[src/rtl/eth_pkg.sv]
// eth_pkg: shared types and constants for the kart Ethernet link.
// Payload field positions are shared with the receive decoder.
package eth_pkg;

  typedef enum logic [2:0] {
    IDLE,
    PREAMBLE,
    HEADER,
    PAYLOAD,
    PAD,
    FCS,
    IFG
  } tx_state_t;

  localparam logic [7:0] PREAMBLE_BYTE = 8'h55;
  localparam logic [7:0] SFD_BYTE      = 8'hD5;

  // Preamble field count includes the SFD byte.
  localparam int PREAMBLE_BYTES = 8;
  localparam int HEADER_BYTES   = 14;
  localparam int PAYLOAD_BYTES  = 6;
  localparam int PAD_BYTES      = 40;
  localparam int FCS_BYTES      = 4;

  localparam int PAYLOAD_W = 48;

  localparam int X_MSB    = 43;
  localparam int X_LSB    = 33;
  localparam int Y_MSB    = 31;
  localparam int Y_LSB    = 21;
  localparam int DIR_MSB  = 19;
  localparam int DIR_LSB  = 11;
  localparam int GAME_MSB = 7;
  localparam int GAME_LSB = 5;
  localparam int RST_BIT  = 3;

  localparam logic [31:0] CRC_POLY = 32'hEDB8_8320;
  localparam logic [31:0] CRC_INIT = 32'hFFFF_FFFF;

  typedef struct packed {
    logic [10:0] x;
    logic [10:0] y;
    logic [8:0]  dir;
    logic [2:0]  game;
    logic        rst;
  } snap_t;

  function automatic logic [PAYLOAD_W-1:0] pack_payload(
    input snap_t s
  );
    logic [PAYLOAD_W-1:0] p;
    p = '0;
    p[X_MSB:X_LSB]       = s.x;
    p[Y_MSB:Y_LSB]       = s.y;
    p[DIR_MSB:DIR_LSB]   = s.dir;
    p[GAME_MSB:GAME_LSB] = s.game;
    p[RST_BIT]           = s.rst;
    return p;
  endfunction

endpackage

[src/rtl/game_state_tx_crc32_dibit.sv]
// crc32_dibit: next reflected CRC-32 after shifting in one dibit.
// Bit 0 of the dibit enters first, matching RMII wire order.
module crc32_dibit
  import eth_pkg::*;
(
  input  logic [31:0] crc,
  input  logic [1:0]  dibit,
  output logic [31:0] crc_next
);

  logic [31:0] crc_mid;

  assign crc_mid =
    {1'b0, crc[31:1]} ^
    ({32{crc[0] ^ dibit[0]}} & CRC_POLY);

  assign crc_next =
    {1'b0, crc_mid[31:1]} ^
    ({32{crc_mid[0] ^ dibit[1]}} & CRC_POLY);

endmodule

[src/rtl/game_state_tx.sv]
// game_state_tx: RMII framer that sends the local kart state on request.
// Define GAME_STATE_TX_FCS_EN to append a CRC-32 FCS after the pad.
module game_state_tx
  import eth_pkg::*;
#(
  parameter logic [47:0] DEST_MAC  = 48'hFFFF_FFFF_FFFF,
  parameter logic [47:0] SRC_MAC   = 48'h0200_0000_0001,
  parameter logic [15:0] ETHERTYPE = 16'h88B5,
  parameter int          IFG_BYTES = 12
) (
  input  logic        eth_clk,
  input  logic        eth_rstn,
  input  logic        send,
  input  logic [10:0] player_x,
  input  logic [10:0] player_y,
  input  logic [8:0]  direction,
  input  logic [2:0]  game_stat,
  input  logic        reset_req,
  output logic        busy,
  output logic        frame_done,
  output logic        eth_txen,
  output logic [1:0]  eth_txd
);

  localparam logic [111:0] HDR =
    {DEST_MAC, SRC_MAC, ETHERTYPE};

  localparam logic [5:0] PRE_LAST =
    6'(PREAMBLE_BYTES - 1);
  localparam logic [5:0] HDR_LAST =
    6'(HEADER_BYTES - 1);
  localparam logic [5:0] PAY_LAST =
    6'(PAYLOAD_BYTES - 1);
  localparam logic [5:0] PAD_LAST =
    6'(PAD_BYTES - 1);
  localparam logic [5:0] FCS_LAST =
    6'(FCS_BYTES - 1);
  localparam logic [5:0] IFG_LAST =
    6'(IFG_BYTES - 1);

  tx_state_t state;
  tx_state_t state_nxt;

  logic [1:0]  dib_cnt;
  logic [5:0]  byte_cnt;
  logic [5:0]  last_byte;
  logic        field_last;
  logic        start;

  snap_t       live_snap;
  snap_t       cur_snap;
  snap_t       pend_snap;
  logic        pending;

  logic [47:0] payload;
  logic [7:0]  hdr_byte;
  logic [7:0]  pay_byte;
  logic [7:0]  tx_byte;
  logic [1:0]  data_dibit;
  logic [1:0]  fcs_dibit;
  logic        txen_nxt;
  logic [1:0]  txd_nxt;

  assign live_snap = {
    player_x,
    player_y,
    direction,
    game_stat,
    reset_req
  };

  assign payload = pack_payload(cur_snap);

  always_comb begin
    last_byte = '0;
    unique case (state)
      PREAMBLE: last_byte = PRE_LAST;
      HEADER:   last_byte = HDR_LAST;
      PAYLOAD:  last_byte = PAY_LAST;
      PAD:      last_byte = PAD_LAST;
      FCS:      last_byte = FCS_LAST;
      IFG:      last_byte = IFG_LAST;
      default:  last_byte = '0;
    endcase
  end

  assign field_last =
    (dib_cnt == 2'd3) &&
    (byte_cnt == last_byte);

  always_ff @(posedge eth_clk or negedge eth_rstn) begin
    if (!eth_rstn) begin
      state <= IDLE;
    end else begin
      state <= state_nxt;
    end
  end

  always_comb begin
    state_nxt = state;
    unique case (state)
      IDLE: begin
        if (send) state_nxt = PREAMBLE;
      end
      PREAMBLE: begin
        if (field_last) state_nxt = HEADER;
      end
      HEADER: begin
        if (field_last) state_nxt = PAYLOAD;
      end
      PAYLOAD: begin
        if (field_last) state_nxt = PAD;
      end
      PAD: begin
`ifdef GAME_STATE_TX_FCS_EN
        if (field_last) state_nxt = FCS;
`else
        if (field_last) state_nxt = IFG;
`endif
      end
      FCS: begin
        if (field_last) state_nxt = IFG;
      end
      IFG: begin
        // Back-to-back: a queued or same-cycle request skips IDLE.
        if (field_last) begin
          state_nxt = (send || pending) ?
                      PREAMBLE : IDLE;
        end
      end
      default: state_nxt = IDLE;
    endcase
  end

  assign start =
    (state_nxt == PREAMBLE) &&
    (state != PREAMBLE);

  always_ff @(posedge eth_clk or negedge eth_rstn) begin
    if (!eth_rstn) begin
      dib_cnt  <= '0;
      byte_cnt <= '0;
    end else if (state_nxt != state ||
                 state == IDLE) begin
      dib_cnt  <= '0;
      byte_cnt <= '0;
    end else begin
      dib_cnt <= dib_cnt + 2'd1;
      if (dib_cnt == 2'd3) begin
        byte_cnt <= byte_cnt + 6'd1;
      end
    end
  end

  always_ff @(posedge eth_clk or negedge eth_rstn) begin
    if (!eth_rstn) begin
      cur_snap  <= '0;
      pend_snap <= '0;
      pending   <= 1'b0;
    end else if (start) begin
      cur_snap <= send ? live_snap : pend_snap;
      pending  <= 1'b0;
    end else if (send && state != IDLE) begin
      pend_snap <= live_snap;
      pending   <= 1'b1;
    end
  end

  assign hdr_byte =
    8'(HDR >> {6'd13 - byte_cnt, 3'b000});
  assign pay_byte =
    8'(payload >> {6'd5 - byte_cnt, 3'b000});

  always_comb begin
    tx_byte  = '0;
    txen_nxt = 1'b0;
    unique case (1'b1)
      (state == PREAMBLE): begin
        txen_nxt = 1'b1;
        tx_byte  = (byte_cnt == PRE_LAST) ?
                   SFD_BYTE : PREAMBLE_BYTE;
      end
      (state == HEADER): begin
        txen_nxt = 1'b1;
        tx_byte  = hdr_byte;
      end
      (state == PAYLOAD): begin
        txen_nxt = 1'b1;
        tx_byte  = pay_byte;
      end
      (state == PAD): begin
        txen_nxt = 1'b1;
      end
      (state == FCS): begin
        txen_nxt = 1'b1;
      end
      default: begin
        txen_nxt = 1'b0;
      end
    endcase
  end

  assign data_dibit =
    2'(tx_byte >> {dib_cnt, 1'b0});

  assign txd_nxt =
    !txen_nxt         ? 2'b00 :
    (state == FCS)    ? fcs_dibit :
                        data_dibit;

  assign busy       = (state != IDLE);
  assign frame_done = (state == IFG) && field_last;

`ifdef GAME_STATE_TX_FCS_EN
  logic [31:0] crc;
  logic [31:0] crc_nxt;

  crc32_dibit u_crc (
    .crc      (crc),
    .dibit    (data_dibit),
    .crc_next (crc_nxt)
  );

  always_ff @(posedge eth_clk or negedge eth_rstn) begin
    if (!eth_rstn) begin
      crc <= CRC_INIT;
    end else if (state == PREAMBLE) begin
      crc <= CRC_INIT;
    end else if (state == HEADER ||
                 state == PAYLOAD ||
                 state == PAD) begin
      crc <= crc_nxt;
    end
  end

  // FCS goes out complemented, least significant dibit first.
  assign fcs_dibit =
    2'(~crc >> {byte_cnt[1:0], dib_cnt, 1'b0});
`else
  assign fcs_dibit = 2'b00;
`endif

  always_ff @(posedge eth_clk or negedge eth_rstn) begin
    if (!eth_rstn) begin
      eth_txen <= 1'b0;
      eth_txd  <= 2'b00;
    end else begin
      eth_txen <= txen_nxt;
      eth_txd  <= txd_nxt;
    end
  end

endmodule
[config.mk]
export PLATFORM = sky130hd
export DESIGN_NAME = game_state_tx
export DESIGN_NICKNAME = d
export VERILOG_FILES = /design/src/rtl/eth_pkg.sv /design/src/rtl/game_state_tx_crc32_dibit.sv /design/src/rtl/game_state_tx.sv
export SDC_FILE = /design/constraint.sdc
export NUM_CORES = 1
export LEC_CHECK = 0
export ABC_AREA = 1
export CORE_MARGIN = 1.5
export CORE_UTILIZATION = 40
export DETAILED_ROUTE_END_ITERATION = 6
export GPL_TIMING_DRIVEN = 0
export MAX_ROUTING_LAYER = met4
export SYNTH_ARGS = -nofsm -noshare
export SYNTH_HDL_FRONTEND = slang
export SYNTH_SLANG_ARGS = --single-unit
[constraint.sdc]
create_clock -name eth_clk -period 2 [get_ports eth_clk]
set_input_delay 0.3 -clock eth_clk [delete_from_list [all_inputs] [get_ports eth_clk]]
set_output_delay 0.3 -clock eth_clk [all_outputs]
set_load 0.02 [all_outputs]
==> results by group, run 1 <==
Run status
  • Outcome: complete, but fails checks
  • Violated checks: negative setup slack

Placed design
  • HPWL Detailed: 9010 microns
  • Area of placed instances: 5320 sq um
  • Gpl congestion: slightly above 0.9
  • Dpl ws: -1.09 ns
  • Input/output buffers: 42

Final layout
  • Layout cells sized above 1: 30.7%
  • Antenna cells: 0
  • Util after Layout: a little over 60%
  • Post-Layout Inst Area: approximately 6900 sq um
  • Layout area overhead: 47.5%
  • Final nets: 811

Floorplan
  • # IOs: 43
  • Core area: around 11,000 sq um
  • Area of the die: 12,400 sq um
  • Num rows: 39
  • Die W: 111 microns
  • Initial Util: 41.0%
  • Die Ht: ~110 microns

Global route
  • First-pass GRT wire length: 23,200 microns
  • Vias in the first global route: around 4,500
  • Overflow after GRT: 0
  • Antenna violations before repair: 0
  • Largest net degree at the start of global routing: 53
  • Tot GR Track Use: around a quarter

Clock network
  • CTS tree: built
  • Clock insertion delay at the later pin of the skew report: between 0.3 and 0.4 ns
  • Clock slew at reported path FFs: about 0.06 ns
  • TritonCTS sink count: 85
  • CTS Buffer Depth: 2
  • CTS Root Cell: clkbuf_16
  • H-tree depth: 3
  • Total CTS buffers: 9

Yosys
  • Synth warn: 0
  • Distinct cells, synth: 34
  • Cells after synthesis: roughly 660
  • Area leader, netlist: dfrtp_1
  • Synth area leaders: dfrtp_1 45%, nand2_1 24%, nand3_1 7.3%
  • #FFs+latches synth: 85
  • Top FF cell, synth: dfrtp_1
  • Sequential share of the synthesized area: 45.4%
  • Cell Area, Synth: between 4000 and 5000 sq um
  • EDFF count, synth: 0
  • Most frequent cell after synthesis: nand2_1
  • Post-synth top cells: 303 x nand2_1, 85 x dfrtp_1, 68 x nand3_1
  • Synth Net Count: 703
  • Share of the synthesized area in the top cell type: about 45%
  • FFs w/ async S/R, synth: 100%
  • Synthesized area per cell: roughly 7.1 sq um

Timing
  • Fin worst setup slack: -0.257 ns
  • Max frequency: between 0.4 and 0.5 GHz
  • Clk_skew: around 0.0078 ns
  • Final setup vio count: 72
  • Hold Vio Cnt, Final: 0
  • Setup total negative slack: -12.02 ns
  • RSZ-0062 raised after global routing: yes
  • Slew Limit Fails: 0
  • Worst-Margin Slew: between 0.5 and 0.6 ns
  • Min cycle time layout: approximately 2.3 ns
  • Max transition margin: approximately 67%
  • Fin crit share: 113%

Hold path
  • Hold Path Class: input port to async pin

Routing
  • Post-DR vias/cell: 5.28
  • Drt pass-1 iters: 5
  • Total number of vias: 4,844
  • DR iter-0 viols: 360
  • Routed Antenna Nets: 0
  • Detailed Route WL: ~15,000 microns
  • Drc violations: 0
  • Routed WL per cell: about 16 microns

Critical path
  • Cell with the most instances on the worst path: buf_6
  • Critical Path RT: 2.24 ns
  • CP peak stage delay: 0.37 ns
  • Max FO, Critical Path: 6
  • WS Path Type: flop to flop
  • CP Capture Type: flop
  • Slowest cell on the critical path: dfrtp_1
  • CP cell instances: buf_6 -> buf_6 -> nand2_4 -> nand3_2 -> nand2_2 -> nand3_2 -> nor2_4 -> nand2_2 -> nand2_2 -> nand2_2 -> nand2_4 -> o21ai_4 -> buf_6 -> buf_6 -> buf_6 -> nand2_1 -> nand2_1
  • Critical Path Start Type: flop
  • Arr. time, crit path: roughly 2.5 ns

Power
  • PwrDens: between 500 and 600 nW/um^2
  • Pleak: roughly 3.4 nW
  • Peak supply drop: around 0.4 mV

Job
  • Max Cap Violations: 0
==> where the power goes <==
group,switching (mW),internal [mW]
registers,0.0391,1.78
logic,0.212,0.171
clock network,0.721,1.04
total,0.972,2.99
==> per-layer routing <==
metal / track usage (%) / wire [microns] / up-vias
li1: - / - / 2330
met1: 32.1 / 6630 / 2348
met2: 37.7 / 7360 / 139
met3: 3.88 / 658 / 27
met4: 9.96 / 356 / 0
met5: - / 0 / -
==> flip-flops by register name, indices dropped and copies added (netlist names) <==
| signal | cells |
|---|---|
| cur_snap | 35 |
| pend_snap | 35 |
| byte_cnt | 6 |
| state | 3 |
| dib_cnt | 2 |
| eth_txd | 2 |
| eth_txen | 1 |
| pending | 1 |
==> what timing repair did <==
item                                    in CTS  in global routing
hold buffers                                 1                  0
gates cloned                                12                  3
pin swaps                                   29                 40
buffers inserted                            29                 14
endpoints found under the setup margin      77                 77
resized for setup                          171                 89
hold endpoints to repair                    33                  0
==> worst max-delay path: cells and delay by family, from the launching register on <==
family | cells | cell delay [ns]
AO/OA/AOI/OAI | 1 | 0.09
buffers and inverters | 5 | 0.68
flip-flops | 1 | 0.37
AND/OR/NAND/NOR | 11 | 0.99
==> through the flow <==
stage                     instances  power (mW)  hold slack, ns
final                           918        3.96           0.442
after global routing            918        4.12           0.494
after CTS                       903        3.98           0.463
after detailed placement        848        2.18           0.290
after global placement          847        2.16           0.453
after floorplan                 662        2.00         0.00441
==> placed cells by master, fill, tap and decap left out, types with 3 or more instances in the layout <==
cell               n
nand3_2           19
nand2_2           58
nand2_4            6
clkbuf_1           8
a21oi_1            7
buf_16             4
dfrtp_2            5
nor2_4            11
nand3_4            3
nand2_1          242
clkdlybuf4s50_1   39
buf_4             31
nand3_1           47
nand2_8            3
o21ai_2           14
o21ai_0           10
nand4_1            7
clkbuf_16         11
o31ai_1            3
o22ai_1            4
inv_2              8
o221ai_1           4
buf_8              9
inv_1             43
xor2_1             3
nor2_1            13
o21ai_1           13
dfrtp_1           80
clkbuf_2           5
buf_6             27
==> logic make-up (layout without fill, tap and decap cells) <==
kind of cell | Yosys count | after routing | share of synthesized area (%)
buffers and inverters | 89 | 201 | 8.18
AOI/OAI and AO/OA | 64 | 64 | 7.96
DFF | 85 | 85 | 45.4
and+or+nand+nor | 417 | 418 | 36.9
xor gates and xnor gates | 4 | 4 | 0.748
adders and majority gates | 3 | 3 | 0.802
==> cell type report <==
cell class              count  area, sq um
inverters                  56          238
repair buffers             98         1050
clock inverters             5         58.8
fillers                  1001         4510
clock buffers              11          253
flip-flops and latches     85         2130
well taps                 143          179
plain buffers              31          282
multi-input cells         489         2710
==> worst paths after layout <==
kind,from,end,slack (ns),cells after the start
worst max-delay path,state[0],pend_snap[27],-0.26,17
worst min-delay path,eth_rstn,eth_txen,0.44,2
worst max register to register,state[0],pend_snap[27],-0.26,17
worst min register to register,pend_snap[19],pend_snap[19],0.48,2
max in group asynchronous,eth_rstn,byte_cnt[0],0.93,3
min in group eth_clk,pend_snap[19],pend_snap[19],0.48,2
No activity file was read; power rests on OpenSTA's default activity.
==> inputs of run 2 (changes only) <==
- GPL_ROUTABILITY_DRIVEN: default -> 0
- TNS_END_PERCENT: default -> 100
==> results of run 2 <==
The final DEF is identical to that of run 1; final timing and power are the same.
==> inputs of run 3 (changes only) <==
- CAP_MARGIN: default -> 40
- GPL_ROUTABILITY_DRIVEN: 0 -> default
==> results by group, run 3 (synthesis gave the netlist of run 1 again) <==
Placed design
  • Input/output buffers: 42
  • HPWL Detailed: 9010 microns
  • Dpl ws: -1.09 ns
  • Gpl congestion: roughly 0.9

Floorplan
  • Num rows: 39
  • Initial Util: approximately 41%
  • Area of the die: 12,400 sq um
  • Core area: between 10,000 and 15,000 sq um
  • Die Ht: around 110 microns
  • # IOs: 43
  • Die W: ~110 microns

Timing
  • Slew Limit Fails: 0
  • Hold Vio Cnt, Final: 0
  • Fin worst setup slack: -0.257 ns
  • Max frequency: between 0.4 and 0.5 GHz
  • Final setup vio count: 72
  • Max transition margin: ~67%
  • Clk_skew: ~0.0078 ns
  • Hold_ws: around 0.44 ns
  • Min cycle time layout: 2.26 ns
  • Worst-Margin Slew: 0.501 ns
  • Fin crit share: 113%
  • RSZ-0062 raised after global routing: yes

Power
  • Pleak: 3.43 nW
  • PwrDens: 573 nW/um^2
  • Peak supply drop: between 0.4 and 0.5 mV

Final layout
  • Largest registers: cur_snap x35, pend_snap x35, byte_cnt x6
  • Most frequent cells in the layout: 242 x nand2_1, 80 x dfrtp_1, 58 x nand2_2, 47 x nand3_1, 43 x inv_1
  • Layout cells sized above 1: a little under a third
  • Final nets: between 800 and 900
  • Commonest non-fill, non-tap cell in the layout: nand2_1
  • Layout area overhead: 47.5%
  • Antenna cells: 0

Routing
  • Drc violations: 0
  • Post-DR vias/cell: roughly 5.3
  • Routed WL per cell: roughly 16 microns
  • Drt pass-1 iters: 5
  • DR iter-0 viols: 360
  • Detailed Route WL: around 15,000 microns
  • Total number of vias: ~4,800
  • Routed Antenna Nets: 0

Global route
  • First-pass GRT wire length: about 23,000 microns
  • Vias in the first global route: between 4,000 and 5,000
  • Antenna violations before repair: 0
  • Tot GR Track Use: approximately a quarter
  • Overflow after GRT: 0
  • Largest net degree at the start of global routing: 53

Critical path
  • Reg2reg setup slack: -0.26 ns
  • CP Capture Type: flop
  • WS Path Type: flop to flop
  • Worst R2R Path Depth: 17
  • Arr. time, crit path: approximately 2.5 ns
  • Critical Path RT: between 2 and 2.5 ns
  • Max FO, Critical Path: 6
  • Worst R2R End: pend_snap[27]
  • Critical Path Start Type: flop
  • R2R Path Start: state[0]

Clock network
  • H-tree depth: 3
  • Total CTS buffers: 9
  • CTS tree: built
  • TritonCTS sink count: between 80 and 90
  • CTS Root Cell: clkbuf_16
  • Clock insertion delay at the later pin of the skew report: between 0.3 and 0.4 ns
  • CTS Buffer Depth: 2
  • Clock slew at reported path FFs: roughly 0.060 ns

Hold path
  • Hold Path Class: input port to async pin

Run status
  • Violated checks: negative setup slack
  • Outcome: complete, but fails checks

Job
  • Max Cap Violations: 0
==> run 3: final cells by class <==
cell class | count | area, sq um
fillers | 1001 | 4510
clock buffers | 11 | 253
well taps | 143 | 179
plain buffers | 31 | 282
inverters | 56 | 238
repair buffers | 98 | 1050
clock inverters | 5 | 58.8
multi-input cells | 489 | 2710
flip-flops and latches | 85 | 2130
==> run 3: worst max path at each step <==
stage / startpoint / to / slack, ns / cells after the start
detailed placement: send / pend_snap[21] / -1.09 / 7
global route: dib_cnt[0] / pend_snap[27] / -0.35 / 17
floorplan: state[0] / pending / 0.04 / 12
finish: state[0] / pend_snap[27] / -0.26 / 17
CTS: state[2] / pend_snap[27] / -0.15 / 17
global placement: eth_rstn / pend_snap[3] / -2.55 / 1
==> run 3: per-stage QoR <==
stage               utilization, %  power [mW]  cell area (sq um)  instances  setup TNS [ns]
floorplan                        -        2.00               4690        662               0
global placement              46.3        2.16               5290        847         -270.15
detailed placement            46.6        2.18               5320        848          -54.70
CTS                           56.8        3.98               6480        903           -4.95
global route                  60.5        4.12               6910        918          -17.83
finish                        60.5        3.96               6910        918          -12.02
==> run 3: worst max-delay path, cell delays in order (launching register included) <==
cell,delay (ns)
dfrtp_1,0.37
buf_6,0.15
buf_6,0.14
nand2_4,0.08
nand3_2,0.09
nand2_2,0.09
nand3_2,0.08
nor2_4,0.18
nand2_2,0.09
nand2_2,0.08
nand2_2,0.07
nand2_4,0.12
o21ai_4,0.09
buf_6,0.15
buf_6,0.11
buf_6,0.13
nand2_1,0.06
nand2_1,0.05
==> run 3: what timing repair did <==
item                                    4_1_cts  5_1_grt
endpoints found under the setup margin       77       77
pin swaps                                    29       40
hold buffers                                  1        0
resized for setup                           171       89
setup buffers                                29       14
endpoints found under the hold margin        33        0
gates cloned                                 12        3
==> run 3: report_power, final <==
group	internal (mW)	switching, mW	leakage, nW	total, mW
logic	0.171	0.212	2.34	0.382
clock network	1.04	0.721	0.148	1.76
registers	1.78	0.0391	0.948	1.82
total	2.99	0.972	3.43	3.96
==> run 3: per-layer routing <==
metal | vias up | share of wire, % | wire length [microns] | global-route usage, %
met1 | 2348 | 44 | 6630 | 32.1
met4 | 0 | 2.4 | 356 | 9.96
met3 | 27 | 4.4 | 658 | 3.88
met2 | 139 | 49 | 7360 | 37.7
li1 | 2330 | - | - | -
met5 | - | 0 | 0 | -
